**config.mk**
```make
export PLATFORM = sky130hd
export DESIGN_NAME = famicom_bus_bridge
export DESIGN_NICKNAME = d
export VERILOG_FILES = /design/src/rtl/famicom_bus_bridge.sv
export SDC_FILE = /design/constraint.sdc
export NUM_CORES = 1
export LEC_CHECK = 0
export CAP_MARGIN = 20
export CORE_MARGIN = 4
export CORE_UTILIZATION = 56
export DETAILED_ROUTE_END_ITERATION = 10
export PLACE_DENSITY = 0.86
export SLEW_MARGIN = 20
export SYNTH_ARGS = -nofsm -noshare
export SYNTH_HDL_FRONTEND = slang
export SYNTH_SLANG_ARGS = --single-unit
export TNS_END_PERCENT = 100
```
**constraint.sdc**
```tcl
create_clock -name master_clock -period 4.8 [get_ports master_clock]
set_input_delay 0.48 -clock master_clock [delete_from_list [all_inputs] [get_ports master_clock]]
set_output_delay 0.48 -clock master_clock [all_outputs]
set_load 0.02 [all_outputs]
```
**src/rtl/famicom_bus_bridge.sv**
```systemverilog
// Bridges the MCU FSMC bus (NE1 = cartridge CPU space, NE2 = PPU space) onto the
// Famicom cartridge bus, generating M2 locally and issuing one ROMSEL pulse per access.
module famicom_bus_bridge #(
    parameter int M2_HALF         = 8,
    parameter int LATE_LIMIT      = 3,
    parameter int READ_WAIT       = 5,
    parameter int WRITE_WAIT      = 7,
    parameter int LEDS_TIMER_SIZE = 12
) (
    input  logic       master_clock,
    input  logic       nreset,
    input  logic       ne1,
    input  logic       ne2,
    input  logic       nwe,
    input  logic       noe,
    input  logic       a13,
    input  logic       a15,
    output logic       nwait,
    output logic       m2,
    output logic       romsel,
    output logic       cpu_rw,
    output logic       cpu_oe,
    output logic       cpu_dir,
    output logic       flash_oe,
    output logic       flash_we,
    output logic       ppu_rd,
    output logic       ppu_wr,
    output logic       ppu_oe,
    output logic       ppu_dir,
    output logic       na13,
    output logic [3:0] leds
);

    localparam int PW = $clog2(2 * M2_HALF);
    localparam int WW = $clog2(M2_HALF);
    localparam int TW = LEDS_TIMER_SIZE + 1;

    localparam logic [PW-1:0] PHASE_LAST = PW'(2 * M2_HALF - 1);
    localparam logic [PW-1:0] PHASE_HIGH = PW'(M2_HALF);
    localparam logic [PW-1:0] PHASE_LATE = PW'(LATE_LIMIT);
    localparam logic [WW-1:0] RD_LAST    = WW'(READ_WAIT - 1);
    localparam logic [WW-1:0] WR_LAST    = WW'(WRITE_WAIT - 1);
    localparam logic [TW-1:0] TIMER_MAX  = '1;

    typedef enum logic [2:0] {
        IDLE,
        ALIGN,
        SETUP,
        STROBE,
        DONE,
        TAIL
    } state_t;

    state_t          state_q, state_d;
    logic [PW-1:0]   phase_q, phase_d;
    logic            m2_q, m2_d;
    logic [WW-1:0]   wait_cnt_q, wait_cnt_d;
    logic            cpu_rw_q, cpu_rw_d;
    logic            cpu_oe_q, cpu_oe_d;
    logic            ne2_q;
    logic [1:0]      led_sel_q, led_sel_d;
    logic [TW-1:0]   led_timer_q, led_timer_d;

    logic ne1Active;
    logic isWr;
    logic busCycle;
    logic cpuEvent;
    logic ppuEvent;

    assign ne1Active = !ne1 && (!noe || !nwe);
    assign isWr      = !nwe;

    always_comb begin
        phase_d = (phase_q == PHASE_LAST) ? '0 : phase_q + PW'(1);
        m2_d    = (phase_d >= PHASE_HIGH);
    end

    // A held chip select parks in TAIL, so only a fresh access can reach STROBE again.
    always_comb begin
        state_d    = state_q;
        wait_cnt_d = wait_cnt_q;
        cpu_rw_d   = cpu_rw_q;
        cpu_oe_d   = cpu_oe_q;
        if (!ne1Active) begin
            state_d = IDLE;
        end else begin
            case (state_q)
                IDLE:   state_d = (!m2_q && (phase_q < PHASE_LATE)) ? SETUP : ALIGN;
                ALIGN:  if (phase_d == '0) state_d = SETUP;
                SETUP:  if (phase_d == PHASE_HIGH) state_d = STROBE;
                STROBE: begin
                    if (wait_cnt_q == (cpu_rw_q ? RD_LAST : WR_LAST)) begin
                        state_d = DONE;
                    end else begin
                        wait_cnt_d = wait_cnt_q + WW'(1);
                    end
                end
                DONE:   if (phase_d == '0) state_d = TAIL;
                TAIL:   state_d = TAIL;
                default: state_d = IDLE;
            endcase
        end
        if (state_d == IDLE) begin
            wait_cnt_d = '0;
            cpu_rw_d   = 1'b1;
            cpu_oe_d   = 1'b1;
        end else begin
            if (state_d == SETUP) cpu_oe_d = 1'b0;
            if ((state_d == SETUP || state_q == SETUP) && isWr) cpu_rw_d = 1'b0;
        end
    end

    // A PPU event overrides a CPU event landing on the same clock.
    always_comb begin
        cpuEvent    = (state_q == IDLE) && ne1Active;
        ppuEvent    = ne2_q && !ne2 && (!noe || !nwe);
        led_sel_d   = led_sel_q;
        led_timer_d = led_timer_q;
        if (ppuEvent) begin
            led_sel_d   = !noe ? 2'd2 : 2'd3;
            led_timer_d = '0;
        end else if (cpuEvent) begin
            led_sel_d   = isWr ? 2'd1 : 2'd0;
            led_timer_d = '0;
        end else if (led_timer_q != TIMER_MAX) begin
            led_timer_d = led_timer_q + TW'(1);
        end
    end

    always_ff @(posedge master_clock or negedge nreset) begin
        if (!nreset) begin
            state_q     <= IDLE;
            phase_q     <= '0;
            m2_q        <= 1'b0;
            wait_cnt_q  <= '0;
            cpu_rw_q    <= 1'b1;
            cpu_oe_q    <= 1'b1;
            ne2_q       <= 1'b1;
            led_sel_q   <= 2'd0;
            led_timer_q <= TIMER_MAX;
        end else begin
            state_q     <= state_d;
            phase_q     <= phase_d;
            m2_q        <= m2_d;
            wait_cnt_q  <= wait_cnt_d;
            cpu_rw_q    <= cpu_rw_d;
            cpu_oe_q    <= cpu_oe_d;
            ne2_q       <= ne2;
            led_sel_q   <= led_sel_d;
            led_timer_q <= led_timer_d;
        end
    end

    assign busCycle = m2_q && a15 && ne1Active && (state_q == STROBE || state_q == DONE);

    assign m2       = m2_q;
    assign cpu_rw   = cpu_rw_q;
    assign cpu_oe   = cpu_oe_q;
    assign cpu_dir  = !cpu_rw_q;
    assign romsel   = !busCycle;
    assign flash_oe = !(busCycle && cpu_rw_q);
    assign flash_we = !(busCycle && !cpu_rw_q);
    assign nwait    = !(ne1Active && state_q != DONE && state_q != TAIL);

    assign ppu_rd  = !(!ne2 && !noe);
    assign ppu_wr  = !(!ne2 && !nwe);
    assign ppu_oe  = !(!ne2 && ne1);
    assign ppu_dir = ppu_rd;
    assign na13    = !a13;

    assign leds = (led_timer_q != TIMER_MAX) ? 4'(4'b0001 << led_sel_q) : 4'b0000;

endmodule

```
==> results.sh <==
export IMPL_die_area_sq_mm=0.00369
export IMPL_fillers=186
export IMPL_crit_fanout=12
export IMPL_finalPower_uw=526
export IMPL_drv_cap=0
export IMPL_synth_nets=176
export IMPL_synth_top_area_share_pct=27.0
export IMPL_start_util_pct=60.6
export IMPL_cts_resized=0
export IMPL_path_class="flip-flop to primary output"
export IMPL_io_buffers=24
export IMPL_die_height_um=60.7
export IMPL_fin_crit_sh_pct=63.3
export IMPL_nets=203
export IMPL_rrSetupSlack_ns=2.81
export IMPL_track_usage_pct=20.7
export IMPL_yosys_top_cells_area="dfstp_2, dfrtp_1, nand2_1"
export IMPL_root_buffer="clkbuf_4"
export IMPL_worst_slew_pin_slew_ns=0.513
export IMPL_synth_cell_type_count=40
export IMPL_crit_slowest_cell="dfstp_2"
export IMPL_maxSlewHeadroom_pct=65.6
export IMPL_firstDrtPassIters=4
export IMPL_place_hpwl_um=2390
export IMPL_synth_async_sr_flop_share_pct=100
export IMPL_area_delta_synth_final_pct=20.5
export IMPL_grt_overflow=0
export IMPL_coreArea_sq_mm=0.00257
export IMPL_antenna_found_initial=0
export IMPL_met1_usage_pct=24.9
export IMPL_use_met2_pct=35.4
export IMPL_ant_nets=0
export IMPL_viasPerCell=5.83
export IMPL_irDropWorstVdd_mv=0.281
export IMPL_busiest_layer="met2"
export IMPL_drive_above_1_share_pct=15.5
export IMPL_ys_flop_type="dfstp_2"
export IMPL_syn_area_sq_mm=0.00156
export IMPL_whs_endpoint="phase_q[0]"
export IMPL_slowest_delay_ns=0.58
export IMPL_crit_family="simple AND/OR/NAND/NOR gates"
export IMPL_ys_seq_area_share_pct=47.9
export IMPL_clock_latency_ns=0.33
export IMPL_cp_start_kind="flip-flop"
export IMPL_final_max_slew_viol_count=0
export IMPL_htreeDepth=2
export IMPL_setup_violations=0
export IMPL_globalplace_congestion=0.929
export IMPL_synth_top_cells_by_count="nand2_1, nor2_1, dfstp_2"
export IMPL_numCtsBuffers=5
export IMPL_syn_instance_count=165
export IMPL_post_synth_top_area_cell="dfstp_2"
export IMPL_final_hold_viol_count=0
export IMPL_hold_depth=1
export IMPL_path_clk_slew_ns=0.10
export IMPL_p_leak_nw=0.801
export IMPL_die_w_um=60.7
export IMPL_ys_seq_elements=29
export IMPL_dp_cells=215
export IMPL_cts_tree="built"
export IMPL_reg2reg_from="phase_q[0]"
export IMPL_status="complete, no violations"
export IMPL_drt_iter0_drc=63
export IMPL_cp_num_cells=5
export IMPL_vias=1299
export IMPL_synth_most_common_cell="nand2_1"
export IMPL_ys_warn_count=0
export IMPL_syn_mean_instance_area_sq_um=9.43
export IMPL_reg2reg_to="cpu_rw"
export IMPL_fin_cells=223
export IMPL_grtUsageMet3_pct=5.11
export IMPL_required_ns=4.32
export IMPL_crit_arrival_ns=2.56
export IMPL_io_pins=25
export IMPL_postCtsHoldBufs=0
export IMPL_grt_pass1_vias=1269
export IMPL_rsz0062_at_grt="false"
export IMPL_reg2reg_depth=6
export IMPL_cts_buffer_depth=2
export IMPL_cts_setup_buffers=0
export IMPL_finalCriticalPeriod_ns=3.04
export IMPL_path_cells="ha_1 > and4_1 > nand3_1 > and3b_1 > clkdlybuf4s50_1"
export IMPL_wl_per_cell_um=14.6
export IMPL_cp_end_kind="primary output"
export IMPL_min_path_type="flip-flop to flip-flop"
export IMPL_drt_total_wl_um=3260
export IMPL_num_antenna_cells=0
export IMPL_drc=0
export IMPL_grt_max_degree=30
export IMPL_powerDensity_mw_per_mm2=280
export IMPL_grt_pass1_wl_um=5580
export IMPL_synth_edff_count=0
export IMPL_fin_worst_skew_ns=0.0141
export IMPL_max_freq_mhz=329
export IMPL_setup_tns_ns=0
export IMPL_cp_num_buf_inv=1
export IMPL_cts_num_sinks=29
export IMPL_min_from="phase_q[0]"
export IMPL_rows=18
-- metrics by stage --
step | util, % | area (sq um) | setup slack (ns) | hold WS (ns)
floorplan | - | 1560 | 2.71 | 0.184
finish | 73.1 | 1880 | 1.76 | 0.487
global route | 73.1 | 1880 | 1.62 | 0.503
CTS | 73.1 | 1880 | 1.74 | 0.485
detailed placement | 70.8 | 1820 | 2.08 | 0.468
global placement | 70.8 | 1820 | 2.14 | 0.455
-- cells by family (layout without fill, tap and decap cells) --
group,after synthesis,count (layout),share of synthesized area [%]
muxes,2,2,1.29
AOI/OAI and AO/OA,24,24,9.97
DFF,29,29,47.9
xor gates and xnor gates,13,13,7.32
and+or+nand+nor,82,82,27.8
buffers and inverters,12,40,3.30
adders and majority gates,3,3,2.41
-- registers in the layout, summed over array words and instances, names as in the netlist --
signal       count
m2               1
cpu_rw           1
phase_q          4
state_q          3
cpu_oe           1
wait_cnt_q       3
led_sel_q        2
led_timer_q     13
ne2_q            1
-- worst max-delay path by stage --
stage          slack (ns)  endpoint            from
4_1_cts              1.74   leds[1]  led_timer_q[0]
6_report             1.76   leds[1]  led_timer_q[0]
5_1_grt              1.62   leds[1]  led_timer_q[0]
2_1_floorplan        2.71   leds[0]  led_timer_q[0]
3_5_place_dp         2.08  flash_oe             nwe
3_3_place_gp         2.14  flash_oe             nwe
-- cells in the final DEF (no fill, tap or decap), types with 2 or more instances in the layout --
cell,count
clkdlybuf4s50_1,24
nand2_1,23
nor2_1,21
dfstp_2,16
dfrtp_1,13
xor2_1,9
nand3_1,8
inv_1,7
a21oi_1,7
clkbuf_4,5
o21ai_0,4
and4_1,4
xnor2_1,4
and3b_1,3
nor3b_1,3
nand4_1,3
nand2b_1,3
a31oi_1,3
ha_1,3
nor2b_1,2
or2_2,2
and3_1,2
nor3_1,2
mux2i_1,2
o21ai_1,2
clkbuf_1,2
-- area by class of cell --
type | instances | area, sq um | area share (%)
Sequential cell | 29 | 746 | 39.8
Multi-Input combinational cell | 124 | 759 | 40.5
Tap cell | 30 | 37.5 | 2.00
Clock buffer | 8 | 58.8 | 3.14
Timing Repair Buffer | 25 | 248 | 13.2
Inverter | 7 | 26.3 | 1.40
-- routing by layer --
| layer | part of all wire, % | vias to the layer above |
|---|---|---|
| met1 | 44 | 619 |
| met4 | 1.9 | 0 |
| met3 | 5.2 | 8 |
| li1 | - | 627 |
| met2 | 49 | 45 |
| met5 | 0 | - |
-- power by group --
group          switching, mW  leakage [nW]  internal, mW  total [mW]
clock                 0.0810        0.0326        0.0722       0.153
sequential            0.0158         0.338         0.265       0.281
combinational         0.0499         0.431        0.0417      0.0916
total                  0.147         0.801         0.379       0.526
(Power assumes the default switching activity.)
